**config.mk**
```make
export PLATFORM = sky130hd
export DESIGN_NAME = mips_pc_sequencer
export DESIGN_NICKNAME = d
export VERILOG_FILES = /design/src/rtl/mips_pc_sequencer.sv
export SDC_FILE = /design/constraint.sdc
export NUM_CORES = 1
export LEC_CHECK = 0
export BUFFER_PORTS_ARGS = -buffer_cell sky130_fd_sc_hd__buf_4
export CORE_UTILIZATION = 55
export DETAILED_ROUTE_END_ITERATION = 12
export GPL_TIMING_DRIVEN = 0
export PLACE_DENSITY = 0.82
export SYNTH_ARGS = -nofsm -noshare
export SYNTH_HDL_FRONTEND = slang
export SYNTH_SLANG_ARGS = --single-unit
```
**constraint.sdc**
```tcl
create_clock -name clk -period 4.9 [get_ports clk]
set_input_delay 0 -clock clk [delete_from_list [all_inputs] [get_ports clk]]
set_output_delay 0 -clock clk [all_outputs]
set_load 0.02 [all_outputs]
```
**src/rtl/mips_pc_sequencer.sv**
```systemverilog
// -----------------------------------------------------------------------------
// mips_pc_sequencer
//
// Program-counter sequencer for the single-cycle MIPS core. It selects the next
// PC from stall / return / call / jump / branch / increment, and keeps a
// circular hardware return-address stack (RAS) for call/return.
//
// Parameters:
//   PC_W       PC / instruction-address width in bits (1..26)
//   RAS_DEPTH  return-address stack entries (power of two, >= 2)
//   RESET_PC   PC value loaded on reset
//
// Ports:
//   clk            clock, all state updates on posedge
//   rst            synchronous active-high reset
//   stall          hold PC and RAS this cycle
//   jump           unconditional jump to jaddress
//   call           push pc+1, then jump to jaddress
//   ret            pop RAS into pc
//   branch_taken   pc <= pc + 1 + sext(branch_offset)
//   branch_offset  signed word offset relative to pc+1
//   jaddress       jump/call target, low PC_W bits used
//   pc             current PC (registered)
//   pc_plus1       pc + 1 modulo 2^PC_W (combinational link value)
//   ras_top        entry at stack top, 0 when empty (combinational)
//   ras_count      number of valid stack entries (registered)
//   ras_overflow   sticky: push while full
//   ras_underflow  sticky: pop while empty
// -----------------------------------------------------------------------------
module mips_pc_sequencer #(
  parameter int unsigned     PC_W      = 10,
  parameter int unsigned     RAS_DEPTH = 4,
  parameter logic [PC_W-1:0] RESET_PC  = '0,
  localparam int unsigned    CNT_W     = $clog2(RAS_DEPTH + 1)
) (
  input  logic             clk,
  input  logic             rst,
  input  logic             stall,
  input  logic             jump,
  input  logic             call,
  input  logic             ret,
  input  logic             branch_taken,
  input  logic [15:0]      branch_offset,
  input  logic [25:0]      jaddress,
  output logic [PC_W-1:0]  pc,
  output logic [PC_W-1:0]  pc_plus1,
  output logic [PC_W-1:0]  ras_top,
  output logic [CNT_W-1:0] ras_count,
  output logic             ras_overflow,
  output logic             ras_underflow
);

  localparam int unsigned PTR_W = $clog2(RAS_DEPTH);
  localparam int unsigned SUM_W = 32;

  // Stack storage and top-of-stack pointer
  logic [PC_W-1:0]  ras_mem [RAS_DEPTH];
  logic [PTR_W-1:0] top_ptr;

  // Next-state signals
  logic [PC_W-1:0]  pc_nxt;
  logic [PTR_W-1:0] top_ptr_nxt;
  logic [CNT_W-1:0] ras_count_nxt;
  logic             ras_overflow_nxt;
  logic             ras_underflow_nxt;
  logic             wr_en;
  logic [PTR_W-1:0] wr_ptr;
  logic [PC_W-1:0]  wr_data;

  // Derived values
  logic             ras_empty;
  logic             ras_full;
  logic [PC_W-1:0]  jump_target;
  logic [PC_W-1:0]  branch_target;
  logic [PTR_W-1:0] push_ptr;
  logic [PTR_W-1:0] pop_ptr;

  // Only the low PC_W bits of the jump target are architecturally used
  if (PC_W < 26) begin : g_jaddr_hi
    logic unused_jaddr_hi;
    assign unused_jaddr_hi = ^jaddress[25:PC_W];
  end

  assign pc_plus1    = pc + PC_W'(1);
  assign ras_empty   = (ras_count == '0);
  assign ras_full    = (ras_count == CNT_W'(RAS_DEPTH));
  assign ras_top     = ras_empty ? '0 : ras_mem[top_ptr];
  assign jump_target = jaddress[PC_W-1:0];
  assign push_ptr    = top_ptr + PTR_W'(1);
  assign pop_ptr     = top_ptr - PTR_W'(1);

  // Branch target: widen, add sign-extended offset, truncate (wraps both ways)
  assign branch_target = PC_W'(SUM_W'(pc_plus1) + SUM_W'(signed'(branch_offset)));

  // Next-PC selection and stack bookkeeping, highest priority first
  always_comb begin
    pc_nxt            = pc;
    top_ptr_nxt       = top_ptr;
    ras_count_nxt     = ras_count;
    ras_overflow_nxt  = ras_overflow;
    ras_underflow_nxt = ras_underflow;
    wr_en             = 1'b0;
    wr_ptr            = push_ptr;
    wr_data           = pc_plus1;

    if (!stall) begin
      if (ret && call) begin
        if (ras_empty) begin
          // Nothing to return to: fall through and still record the link
          pc_nxt            = pc_plus1;
          wr_en             = 1'b1;
          wr_ptr            = push_ptr;
          top_ptr_nxt       = push_ptr;
          ras_count_nxt     = CNT_W'(1);
          ras_underflow_nxt = 1'b1;
        end else begin
          // Swap: return to top and replace it with the new link in place
          pc_nxt = ras_top;
          wr_en  = 1'b1;
          wr_ptr = top_ptr;
        end
      end else if (ret) begin
        if (ras_empty) begin
          pc_nxt            = pc_plus1;
          ras_underflow_nxt = 1'b1;
        end else begin
          pc_nxt        = ras_top;
          top_ptr_nxt   = pop_ptr;
          ras_count_nxt = ras_count - CNT_W'(1);
        end
      end else if (call) begin
        // Push overwrites the oldest entry when full; count saturates
        pc_nxt      = jump_target;
        wr_en       = 1'b1;
        wr_ptr      = push_ptr;
        top_ptr_nxt = push_ptr;
        if (ras_full) begin
          ras_overflow_nxt = 1'b1;
        end else begin
          ras_count_nxt = ras_count + CNT_W'(1);
        end
      end else if (jump) begin
        pc_nxt = jump_target;
      end else if (branch_taken) begin
        pc_nxt = branch_target;
      end else begin
        pc_nxt = pc_plus1;
      end
    end
  end

  // PC, pointer, count and sticky flags
  always_ff @(posedge clk) begin
    if (rst) begin
      pc            <= RESET_PC;
      top_ptr       <= '0;
      ras_count     <= '0;
      ras_overflow  <= 1'b0;
      ras_underflow <= 1'b0;
    end else begin
      pc            <= pc_nxt;
      top_ptr       <= top_ptr_nxt;
      ras_count     <= ras_count_nxt;
      ras_overflow  <= ras_overflow_nxt;
      ras_underflow <= ras_underflow_nxt;
    end
  end

  // Stack contents are not cleared; reset only suppresses the write
  always_ff @(posedge clk) begin
    if (!rst && wr_en) begin
      ras_mem[wr_ptr] <= wr_data;
    end
  end

endmodule

```
==> flow_summary_export.csv <==
group,metric,value,unit
pwr,clockPowerShare,0.299,
floorplan,coreArea,0.005886,sq mm
floorplan,chipWidth,80.00,microns
yosys,synthAdderAreaFrac,0.04936,
worst_setup_path,path_cells,"ha_1 > nand3_1 > xnor2_1 > ha_1 > nand2_1 > o21ai_1 > a21oi_1 > mux2i_1 > a211o_1 > a221oi_1",
worst_hold_path,worst_hold_path_type,"in2reg",
cts,clock_latency,340,ps
yosys,async_flop_share,0,
timing,finalHoldViolCount,0,
worst_setup_path,crit_fanout,8,
placed_design,dpl_worst_slack,1750,ps
placed_design,place.gp.congestion,0.9349,
pwr,comb_power_share,0.265,
yosys,avgSynthCellArea,10.76,sq um
cts,clk_path_buf_depth,2,
timing,fin_crit_sh,0.6521,
route,routed_wl,8.557,mm
timing,relSlewSlack,0.3421,
yosys,synth_top_cell_by_area,"edfxtp_1",
global_routing,track_usage,0.2785,
worst_setup_path,critPathMaxStageDelay,650,ps
timing,max_freq,313.0,MHz
timing,min_period,3195,ps
global_routing,grt_pass1_vias,2599,
floorplan,io_pins,84,
yosys,synth_top_family_by_area,"compound AO/OA/AOI/OAI gates",
worst_setup_path,critPathSlowestCell,"xnor2_1",
cts,clk_root_buffer_cell,"clkbuf_8",
route,via_per_inst,6.104,
yosys,synth_mux_area_frac,0.08265,
cells_and_area,area_delta_synth_final,22.10,%
yosys,yosys.area_share.simple,0.1545,
worst_setup_path,cp.arrival,3440,ps
yosys,synth_warnings,0,
cts,cts_tree,"built",
route,drc,0,
timing,setup_viol,0,
route,drt_iter0_markers,170,
placed_design,numPortBuffers,57,
worst_setup_path,crit_type,"reg2reg",
yosys,synth_edf_count,40,
yosys,synth.net_count,372,
yosys,synth_xor_area_frac,0.04450,
run_status,status,"completed",
timing,tightestPinTransition,983.2,ps
route,ant_nets,0,
global_routing,grt_first_pass_wirelength,12.85,mm
timing,setup_slack,1705,ps
yosys,synth_top_area_share,0.3590,
cells_and_area,nets,443,
worst_setup_path,critPathLaunchType,"flip-flop",
yosys,ys.flop_type,"edfxtp_1",
yosys,synthTopCellsByCount,"edfxtp_1, nor2_1, a21oi_1",
route,vias,2820,
cells_and_area,drive_gt1_frac,0.2791,
pwr,p_seq_frac,0.436,
cts,clk_pin_slew,60,ps
pwr,swShare,0.3080,
job,drv_cap,0,
cells_and_area,num_antenna_cells,0,
pwr,powerDensity,323.3,mW/mm^2
route,wire_per_inst,18.52,microns
cells_and_area,fill_cells,463,
floorplan,row_count,28,
cts,cts_buffers,9,
pwr,p_int,913.9,uW
timing,setup_tns,0,ps
yosys,yosys.cell_types.count,59,
pwr,power.total,1321,uW
timing,rsz0062_at_grt,"false",
floorplan,die_h,80.00,microns
floorplan,start_util,0.5685,
cts,ctsHtreeMaxLevel,3,
worst_setup_path,cp_data_required_time,5140,ps
yosys,synthTopCellsByArea,"edfxtp_1, dfxtp_1, mux4_2",
yosys,ys_ff_latch,59,
worst_setup_path,cp_common_cell,"ha_1",
yosys,synthCells,311,
pwr,peakVddDrop,0.1994,mV
pwr,leakagePower,0.001580,uW
global_routing,grt-ovfl-total,0,
cells_and_area,fin_area,0.004085,sq mm
cts,postCtsSetupBuffers,0,
timing,maxSlewViolCount,0,
pwr,power_switching,406.8,uW
route,dr.pass1.iters,5,
yosys,synth.most_common_cell,"edfxtp_1",
global_routing,antenna_found_initial,0,
yosys,syn_area,0.003346,sq mm
placed_design,dpl_cell_area,0.003895,sq mm
worst_setup_path,end_kind,"flip-flop",
yosys,synth_compound_area_frac,0.1545,
timing,finalClockSkew,10.73,ps
yosys,ys_seq_area_frac,0.4727,
global_routing,grt_max_degree,11,
placed_design,hpwl,6.430,mm
floorplan,dieArea,0.006399,sq mm
cts,clkSinkCount,59,
## path summary, 6_finish.rpt
path                             startpoint                   endpoint  slack [ps]  cells after the start
setup reg to reg         pc[0]$_SDFFE_PP0N_         pc[4]$_SDFFE_PP0N_        1700                     10
hold reg to reg   ras_overflow$_SDFFE_PP0P_  ras_overflow$_SDFFE_PP0P_         480                      2
hold / removal                  jaddress[4]         pc[4]$_SDFFE_PP0N_         110                      4
setup / recovery         pc[0]$_SDFFE_PP0N_         pc[4]$_SDFFE_PP0N_        1700                     10
## cell type report
type                       instances  area [sq um]  area share
buffer                            17         80.08     0.01960
clock buffer                      12         155.1     0.03798
clock inverter                     4         25.02    0.006126
inverter                          16         60.06     0.01470
multi-input combinational        219          1637      0.4006
sequential                        59          1582      0.3871
tap                               75         93.84     0.02297
timing repair buffer              60         452.9      0.1109
## state kept, by name, summed over array words and instances (netlist names), named ones only
name           flops
ras_mem           40
pc                10
ras_count          3
top_ptr            2
ras_overflow       1
ras_underflow      1
## worst max-delay path: cells and delay by family (launching register included)
family	cells	cell delay, ps
xor+xnor	1	650
mux	1	110
fa+ha+maj	2	720
flops	1	460
compound gates	4	900
simple gates	2	270
## logic make-up (layout without fill, tap and decap cells)
group / count (synthesis) / after routing
DFF: 59 / 59
AOI/OAI and AO/OA: 75 / 75
xor gates and xnor gates: 17 / 17
muxes: 15 / 15
adders and majority gates: 12 / 12
and+or+nand+nor: 100 / 100
buffers and inverters: 33 / 109
## power by group through the flow
stage | Clock, uW | Combinational, uW | Sequential (uW)
final | 394 | 350 | 576
after floorplan | 0 | 219 | 593
after global placement | 0 | 335 | 585
after global routing | 420 | 375 | 578
after CTS | 400 | 347 | 576
after detailed placement | 0 | 346 | 586
## metal layers
metal  part of all wire  global-route usage  vias to the layer above
met5                  0                   0                        -
met4              0.030              0.1286                        0
met3              0.074             0.06400                       21
met2               0.50              0.4487                      143
met1               0.40              0.3555                     1347
li1                   -                   -                     1309
## what timing repair did
item	in CTS	in global routing
gates resized for setup	0	0
hold endpoints to repair	1	0
hold buffers	1	0
## cells in the final DEF, fill, tap and decap left out, types with 4 or more instances in the layout
cell / Yosys / layout
dfxtp_1: 19 / 19
a221oi_1: 4 / 4
nor3_1: 8 / 8
edfxtp_1: 40 / 40
inv_1: 16 / 16
a211oi_1: 7 / 7
mux4_2: 10 / 10
xnor2_1: 13 / 13
xor2_1: 4 / 4
and2_1: 11 / 11
or3_1: 5 / 5
o21ai_0: 8 / 8
buf_2: 5 / 5
buf_4: 0 / 59
a21oi_1: 25 / 25
clkbuf_1: 8 / 9
clkbuf_8: 0 / 11
ha_1: 10 / 10
nor2_1: 33 / 33
nand2_1: 17 / 17
nand3_1: 6 / 6
o211ai_1: 4 / 4
mux2i_1: 4 / 4
## metrics by stage
stage,hold WS [ps],std cells,util
6_report,110.6,462,0.6941
5_1_grt,132.5,462,0.6941
4_1_cts,96.27,462,0.6941
3_5_place_dp,308.6,445,0.6618
3_3_place_gp,295.5,443,0.6571
2_1_floorplan,200.7,311,-
Note: power is estimated with default switching activity, not from simulation.
